[src/rtl/modn_counter_pkg.sv]
// ============================================================================
//  modn_counter_pkg : shared types and helpers for the modulo-N counter
//  Revision: 1.0
// ============================================================================
`default_nettype none

package modn_counter_pkg;

  localparam int W_MAX = 16;

  typedef enum logic [1:0] {
    ST_IDLE = 2'd0,
    ST_RUN  = 2'd1,
    ST_DONE = 2'd2
  } state_t;

  function automatic logic [W_MAX-1:0] gray_of(input logic [W_MAX-1:0] v);
    return v ^ (v >> 1);
  endfunction

endpackage

`default_nettype wire

[src/rtl/modn_tick_div.sv]
// ============================================================================
//  modn_tick_div : DIV-ratio prescaler, one tick per DIV enabled cycles
//  Revision: 1.0
// ============================================================================
`default_nettype none

module modn_tick_div #(
  parameter int DIV = 1
) (
  input  logic clk,
  input  logic reset,
  input  logic en,
  input  logic clr,
  output logic tick
);

  localparam int PW = (DIV > 1) ? $clog2(DIV) : 1;
  localparam logic [PW-1:0] LAST = PW'(DIV - 1);
  localparam logic [PW-1:0] ONE  = PW'(1);

  logic [PW-1:0] pre;

  // With DIV=1 pre never leaves 0, so every enabled cycle is a tick.
  assign tick = en & ~clr & (pre == LAST);

  always_ff @(posedge clk) begin
    if (reset || clr) begin
      pre <= '0;
    end else if (tick) begin
      pre <= '0;
    end else if (en) begin
      pre <= pre + ONE;
    end
  end

endmodule

`default_nettype wire

[src/rtl/modn_sync_counter.sv]
// ============================================================================
//  modn_sync_counter : synchronous modulo-N up/down counter with prescaler,
//  one-shot/free-run modes and terminal-count pulse.
//  Optional Gray output enabled by MODN_CNT_GRAY_EN.
//  Revision: 1.0
// ============================================================================
`default_nettype none

module modn_sync_counter
  import modn_counter_pkg::*;
#(
  parameter  int MOD = 14,
  parameter  int DIV = 1,
  localparam int W   = $clog2(MOD)
) (
  input  logic         clk,
  input  logic         reset,
  input  logic         en,
  input  logic         up,
  input  logic         oneshot,
  input  logic         start,
  input  logic         stop,
  input  logic         load,
  input  logic [W-1:0] load_val,
  output logic [W-1:0] q,
  output logic         tc,
  output logic         busy,
  output logic         done
`ifdef MODN_CNT_GRAY_EN
  ,
  output logic [W-1:0] q_gray
`endif
);

  localparam logic [W-1:0] MAXV    = W'(MOD - 1);
  localparam logic [W-1:0] ZERO    = '0;
  localparam logic [W-1:0] ONE     = W'(1);
  localparam logic [W:0]   MOD_EXT = (W + 1)'(MOD);

  state_t       state, state_nxt;
  logic         oneshot_mode, mode_nxt;
  logic [W-1:0] q_nxt;
  logic [W-1:0] stepped;
  logic         tc_nxt, done_nxt;
  logic         at_term, step_term;
  logic         tick, pre_en, pre_clr;

  // Higher-priority commands in the same cycle suppress the tick and restart the prescaler.
  assign pre_en  = en & (state == ST_RUN);
  assign pre_clr = load | stop | start;

  modn_tick_div #(
    .DIV (DIV)
  ) u_tick_div (
    .clk   (clk),
    .reset (reset),
    .en    (pre_en),
    .clr   (pre_clr),
    .tick  (tick)
  );

  always_comb begin
    at_term   = 1'b0;
    stepped   = q;
    step_term = 1'b0;
    if (up) begin
      at_term   = (q == MAXV);
      stepped   = at_term ? ZERO : q + ONE;
      step_term = (stepped == MAXV);
    end else begin
      at_term   = (q == ZERO);
      stepped   = at_term ? MAXV : q - ONE;
      step_term = (stepped == ZERO);
    end
  end

  always_comb begin
    state_nxt = state;
    mode_nxt  = oneshot_mode;
    q_nxt     = q;
    tc_nxt    = 1'b0;
    done_nxt  = done;
    if (load) begin
      q_nxt = ({1'b0, load_val} >= MOD_EXT) ? MAXV : load_val;
      if (state == ST_DONE) begin
        state_nxt = ST_IDLE;
        done_nxt  = 1'b0;
      end
    end else if (stop) begin
      if (state == ST_RUN) state_nxt = ST_IDLE;
    end else if (start) begin
      if (state != ST_RUN) begin
        state_nxt = ST_RUN;
        mode_nxt  = oneshot;
        done_nxt  = 1'b0;
        if (state == ST_DONE) q_nxt = up ? ZERO : MAXV;
      end
    end else if (tick) begin
      if (oneshot_mode) begin
        // One-shot never wraps: a tick already at terminal just finishes.
        if (!at_term) q_nxt = stepped;
        if (at_term || step_term) begin
          tc_nxt    = 1'b1;
          done_nxt  = 1'b1;
          state_nxt = ST_DONE;
        end
      end else begin
        q_nxt  = stepped;
        tc_nxt = at_term;
      end
    end
  end

  always_ff @(posedge clk) begin
    if (reset) begin
      state <= ST_IDLE;
    end else begin
      state <= state_nxt;
    end
  end

  always_ff @(posedge clk) begin
    if (reset) begin
      q            <= '0;
      tc           <= 1'b0;
      done         <= 1'b0;
      busy         <= 1'b0;
      oneshot_mode <= 1'b0;
    end else begin
      q            <= q_nxt;
      tc           <= tc_nxt;
      done         <= done_nxt;
      busy         <= (state_nxt == ST_RUN);
      oneshot_mode <= mode_nxt;
    end
  end

`ifdef MODN_CNT_GRAY_EN
  always_ff @(posedge clk) begin
    if (reset) begin
      q_gray <= '0;
    end else begin
      q_gray <= W'(gray_of(W_MAX'(q_nxt)));
    end
  end
`endif

endmodule

`default_nettype wire

[config.mk]
export PLATFORM = sky130hd
export DESIGN_NAME = modn_sync_counter
export DESIGN_NICKNAME = d
export VERILOG_FILES = /design/src/rtl/modn_counter_pkg.sv /design/src/rtl/modn_tick_div.sv /design/src/rtl/modn_sync_counter.sv
export SDC_FILE = /design/constraint.sdc
export NUM_CORES = 1
export LEC_CHECK = 0
export ABC_AREA = 1
export BUFFER_PORTS_ARGS = -buffer_cell sky130_fd_sc_hd__buf_2
export CELL_PAD_IN_SITES_DETAIL_PLACEMENT = 0
export CELL_PAD_IN_SITES_GLOBAL_PLACEMENT = 2
export CORE_AREA = 2 2 52 67
export DETAILED_ROUTE_END_ITERATION = 10
export DIE_AREA = 0 0 54 69
export PLACE_DENSITY = 0.73
export SYNTH_ARGS = -nofsm -noshare
export SYNTH_HDL_FRONTEND = slang
export SYNTH_SLANG_ARGS = --single-unit
export TNS_END_PERCENT = 10
[constraint.sdc]
create_clock -name clk -period 1.6 [get_ports clk]
set_input_delay 0.16 -clock clk [delete_from_list [all_inputs] [get_ports clk]]
set_output_delay 0.16 -clock clk [all_outputs]
set_load 0.02 [all_outputs]
* Word-level counts from Yosys, hierarchy flattened *
Cells that the tools add are included.
W data, S select, Z words.

word-level totals
  flip-flop bits (word level) = 11
  input bits = 12
  output and inout bits = 7

cells by class
  add/sub/neg operators = 3
  order comparisons = 1
  eq/ne operators = 11
  multiplexer cells = 34
  bitwise gates (word level) = 10
  reduce and logical (&&, ||, !) cells = 12

operators by type and width
  kind                   count
  $mux W4                13
  $mux W2                9
  $mux W1                12
  $reduce_bool A3 Y1     3
  $eq A4 B4 Y1 const B   2
  $logic_not A4 Y1       2
  $ne A2 B1 Y1 const B   3
  $ne A3 B1 Y1 const B   2
  $reduce_and A6 Y1      1
  $not A1 Y1             5
  $reduce_and A5 Y1      1
  $reduce_or A5 Y1       1
  $add A4 B1 Y4 const B  1
  $eq A2 B1 Y1 const B   2
  $ge A4 B4 Y1 const B   1
  $ne A4 B4 Y1 const B   1
  $reduce_and A4 Y1      1
  $sub A4 B1 Y4 const B  1
  $and A1 B1 Y1          3
  $eq A2 B2 Y1 const B   1
  $logic_or A1 B1 Y1     2
  $or A1 B1 Y1           2
  $reduce_or A2 Y1       1
  $add A1 B1 Y1 const B  1

* Logic depth before layout (Yosys ltp) *
  word-level depth = 12
  mapped depth = 13

* Cells and area by module *
A second synthesis with hierarchy kept.

unflattened totals
  cells, all modules = 135
  area, all modules = 827.0 sq um

modules (own cells, without submodules)
  module             times used  cells each  area an instance (sq um)  sequential area each (sq um)
  modn_sync_counter  1           126         777.0                     200.2
  modn_tick_div      1           9           50.0                      20.0

* Worst setup path after synthesis *
OpenSTA, ideal clock, no wires.

  path type = register to register
  start = register q[0]
  end = register busy
  arrival = 1.325 ns
  data required time = 1.489 ns
  path slack = 0.164 ns
  stages on the path, launching flop included = 14
  path buffers = 0
  clock period less this slack = 1.436 ns
  cells stage by stage = dfxtp_1 -> inv_2 -> nor2_2 -> nand2_2 -> nand2_4 -> nand2_4 -> nand2_4 -> nand3_2 -> nand2_1 -> nand2_1 -> nand2_1 -> nand2_1 -> nand2_2 -> nor2_2

on the way
  word-level cells in the longest chain between the ends = 12
  elaborated cells on any way between the ends = 18
  classes of those cells = add/sub: 2; eq/ne: 3; mux: 10; reduce/logical: 3

RTL lines
  what                                                     line                                              RTL
  from (decl)                                              modn_sync_counter.sv:25                           output logic [W-1:0] q,
  from (signal assigned)                                   modn_sync_counter.sv:130                          q <= q_nxt;
  $add A4 B1 Y4, or another cell as far along              modn_sync_counter.sv:68                           stepped = at_term ? ZERO : q + ONE;
  $mux W4, on equally long branches                        modn_sync_counter.sv:68, modn_sync_counter.sv:72
  $eq A4 B4 Y1 / $logic_not A4 Y1 (equally long branches)  modn_sync_counter.sv:69, modn_sync_counter.sv:73
  $mux W1                                                  modn_sync_counter.sv:66                           if (up) begin
  $logic_or A1 B1 Y1 (*)                                   modn_sync_counter.sv:102                          if (at_term || step_term) begin
  $mux W2 (*)                                              modn_sync_counter.sv:102
  $mux W2 (*)                                              modn_sync_counter.sv:99                           if (oneshot_mode) begin
  $mux W2 (*)                                              modn_sync_counter.sv:98                           end else if (tick) begin
  $mux W2 (*)                                              modn_sync_counter.sv:91                           end else if (start) begin
  $mux W2 (*)                                              modn_sync_counter.sv:89                           end else if (stop) begin
  $mux W2 (*)                                              modn_sync_counter.sv:83                           if (load) begin
  $eq A2 B1 Y1 (*)                                         modn_sync_counter.sv:133                          busy <= (state_nxt == ST_RUN);
  to (signal assigned)                                     modn_sync_counter.sv:133
  to (decl)                                                modn_sync_counter.sv:27                           output logic busy,

Mark *: on every way between the ends. The rest lies on a longest branch, timed or not.
A chain may end at the register's enable or synchronous reset.

* Final worst setup path *
Same ends and word-level chain as after synthesis.

==> results_dict.tcl <==
set metrics [dict create \
    ys_ff_latch 11 \
    clk_pin_slew_worst_paths_ps 50 \
    initial_core_util_pct 26.9 \
    slowest_stage "dfxtp_2" \
    crit_top_cell "nand2_1" \
    critical_path.max_fanout 7 \
    antenna_found_initial 0 \
    cp_cell_sequence "inv_2, nor2_2, nand2_2, nand2_4, nand2_4, nand2_4, nand3_2, nand2_1, nand2_1, nand2_1, nand2_1, nand2_2, nor2_2" \
    core_area_sq_um 3110 \
    io-pin-count 19 \
    place_area_sq_um 961 \
    layout-drive-gt1-share_pct 36.8 \
    syn_inst 123 \
    clock-skew-final_ps 3.37 \
    critical_path.max_stage_delay_ps 410 \
    drc 0 \
    min_path_type "input pin to flip-flop" \
    place_hpwl_um 1800 \
    p_total_uw 820 \
    tightest_slew_ps 283 \
    port_buffers 18 \
    nNetsFinal 157 \
    drtPass1Iterations 4 \
    crit_type "flip-flop to flip-flop" \
    outcome "complete, no violations" \
    hold_violations 0 \
    fin_crit_ps 1390 \
    cts.sinks 11 \
    rows 23 \
    setup-tns-final_ps 0 \
    first_iter_violations 14 \
    post_cts_buffers 0 \
    wirelength_um 2160 \
    dp_worst_setup_slack_ps 100 \
    routed_via_density 4.76 \
    diodes 0 \
    synth_fp_nets 135 \
    syn_area_sq_um 836 \
    cellPowerDensity_nw_per_um2 807 \
    grt_overflow 0 \
    vias 861 \
    post-route-period-util_pct 86.6 \
    clk_latency_ps 240 \
    crit_buf_inv 1 \
    grt_pass1_vias 832 \
    cp-end-kind "flip-flop" \
    max_freq_mhz 722 \
    ys_types 25 \
    nFillCells 358 \
    stdcell_area_sq_um 1020 \
    htree_levels 1 \
    cts_buffers 3 \
    path_delay_family "simple AND/OR/NAND/NOR gates" \
    peakVddDrop_mv 0.523 \
    syn_avg_cell_area_sq_um 6.80 \
    grt_use_total_pct 13.1 \
    yosysSeqAreaShare_pct 26.3 \
    die_w_um 54 \
    cts_tree "built" \
    yosys_warnings 0 \
    setup-violations-final 0 \
    clock_path_buffers 2 \
    grt_max_degree 10 \
    antenna_left 0 \
    maxCapViolations 0 \
    rsz0062_at_grt "false" \
    routedWlPerCell_um 11.9 \
    setup_ws_ps 215 \
    dieArea_sq_um 3730 \
    relSlewSlack_pct 81.1 \
    leakage_nw 0.469 \
    die-height_um 69 \
    root_buffer "clkbuf_8" \
    worst_setup_path_start_kind "flip-flop" \
    slew_violations 0 \
    grt_pass1_wl_um 3580 \
    critPathRequiredTime_ps 1740 \
    gp_congestion 0.836 \
    area_delta_synth_final_pct 21.6 \
    crit_arrival_ps 1520 \
]
[metrics by stage]
stage                     utilization, %  hold WS, ps  std cells
after floorplan                        -          229        123
after global placement              30.9          336        177
after detailed placement            30.9          333        177
after CTS                           32.4         78.4        181
after global routing                32.7         85.6        181
final                               32.7         85.0        181
[routing by layer]
metal	GRT usage [%]	part of all wire, %
met4	9.72	6.2
met3	2.60	3.8
met5	0	0
met1	13.1	37
met2	22.4	53
[cells by family (layout without fill, tap and decap cells)]
group,after synthesis,count (layout),synth area share (%)
AND/OR/NAND/NOR,68,68,44.3
AO/OA/AOI/OAI,24,24,17.7
XOR/XNOR,3,3,3.14
buffers and inverters,17,38,8.53
flip-flops,11,11,26.3
[area by class of cell]
class                      instances  area (sq um)  share of cell area (%)
clock buffer                       4          45.0                    4.43
sequential                        11           225                    22.2
inverter                          16          60.1                    5.91
tap                               37          46.3                    4.56
multi-input combinational         95           549                    54.1
timing repair buffer              18          90.1                    8.87
[synthesized netlist by cell type]
cell	instances	area, sq um
nand3_2	3	30.0
nor2_4	3	33.8
inv_1	11	41.3
nor3_4	1	16.3
o2bb2ai_1	1	8.76
nor2_2	3	18.8
xor2_1	2	17.5
nor3_2	1	10.0
nand2_1	22	82.6
nand2_2	6	37.5
o22ai_1	1	6.26
o31ai_4	1	21.3
nand3_1	7	35.0
nor2_1	18	67.6
dfxtp_1	11	220
o21ai_0	10	50.1
a21oi_1	6	30.0
buf_6	1	11.3
o211ai_1	2	15.0
inv_2	5	18.8
nand2_4	3	33.8
a31oi_1	1	6.26
o21ai_1	2	10.0
xnor2_1	1	8.76
nor3_1	1	5.00
[worst reg2reg max path: stages (launching register included)]
cell     delay [ps]
dfxtp_2         410
inv_2            70
nor2_2           90
nand2_2          70
nand2_4          80
nand2_4          80
nand2_4          80
nand3_2          80
nand2_1          70
nand2_1          40
nand2_1          50
nand2_1          60
nand2_2          80
nor2_2           30
[power by group]
part | switching (mW) | internal, mW | leakage [nW]
logic | 0.143 | 0.0798 | 0.355
registers | 0.0277 | 0.292 | 0.0913
clock network | 0.103 | 0.175 | 0.0228
total | 0.274 | 0.546 | 0.469
[timing repair]
item / CTS / global route
hold buffers: 0 / 0
endpoints found under the setup margin: 0 / 3
gates resized for setup: 0 / 6
[layout by cell type, fill, tap and decap left out]
cell type,count
xnor2_1,1
o2bb2ai_1,1
clkbuf_8,3
nand2_2,6
o22ai_1,1
nor3_1,1
nor2_2,5
o21ai_1,2
nand2_1,22
nand3_1,7
dfxtp_1,7
buf_2,18
nand2_4,3
nand3_2,3
nor2_1,16
a31oi_1,1
nor3_4,1
nor3_2,1
dfxtp_2,4
xor2_1,2
o211ai_1,2
a21oi_1,6
o21ai_0,10
nor2_4,3
inv_2,5
clkbuf_1,1
o31ai_4,1
inv_1,11
[sequential cells by signal (all words and copies together), names as in the netlist]
signal	cells
done	1
state	2
q	4
u_tick_div.pre	1
oneshot_mode	1
busy	1
tc	1
[path summary, 6_finish.rpt]
check / from / depth (start not counted) / slack (ps) / end
max reg2reg: q[0]$_SDFFE_PP0P_ / 13 / 210 / busy$_SDFF_PP0_
max: q[0]$_SDFFE_PP0P_ / 13 / 210 / busy$_SDFF_PP0_
min reg2reg: done$_SDFFE_PP0P_ / 2 / 460 / done$_SDFFE_PP0P_
min: reset / 2 / 90 / state[1]$_SDFF_PP0_
(Power assumes the default switching activity.)
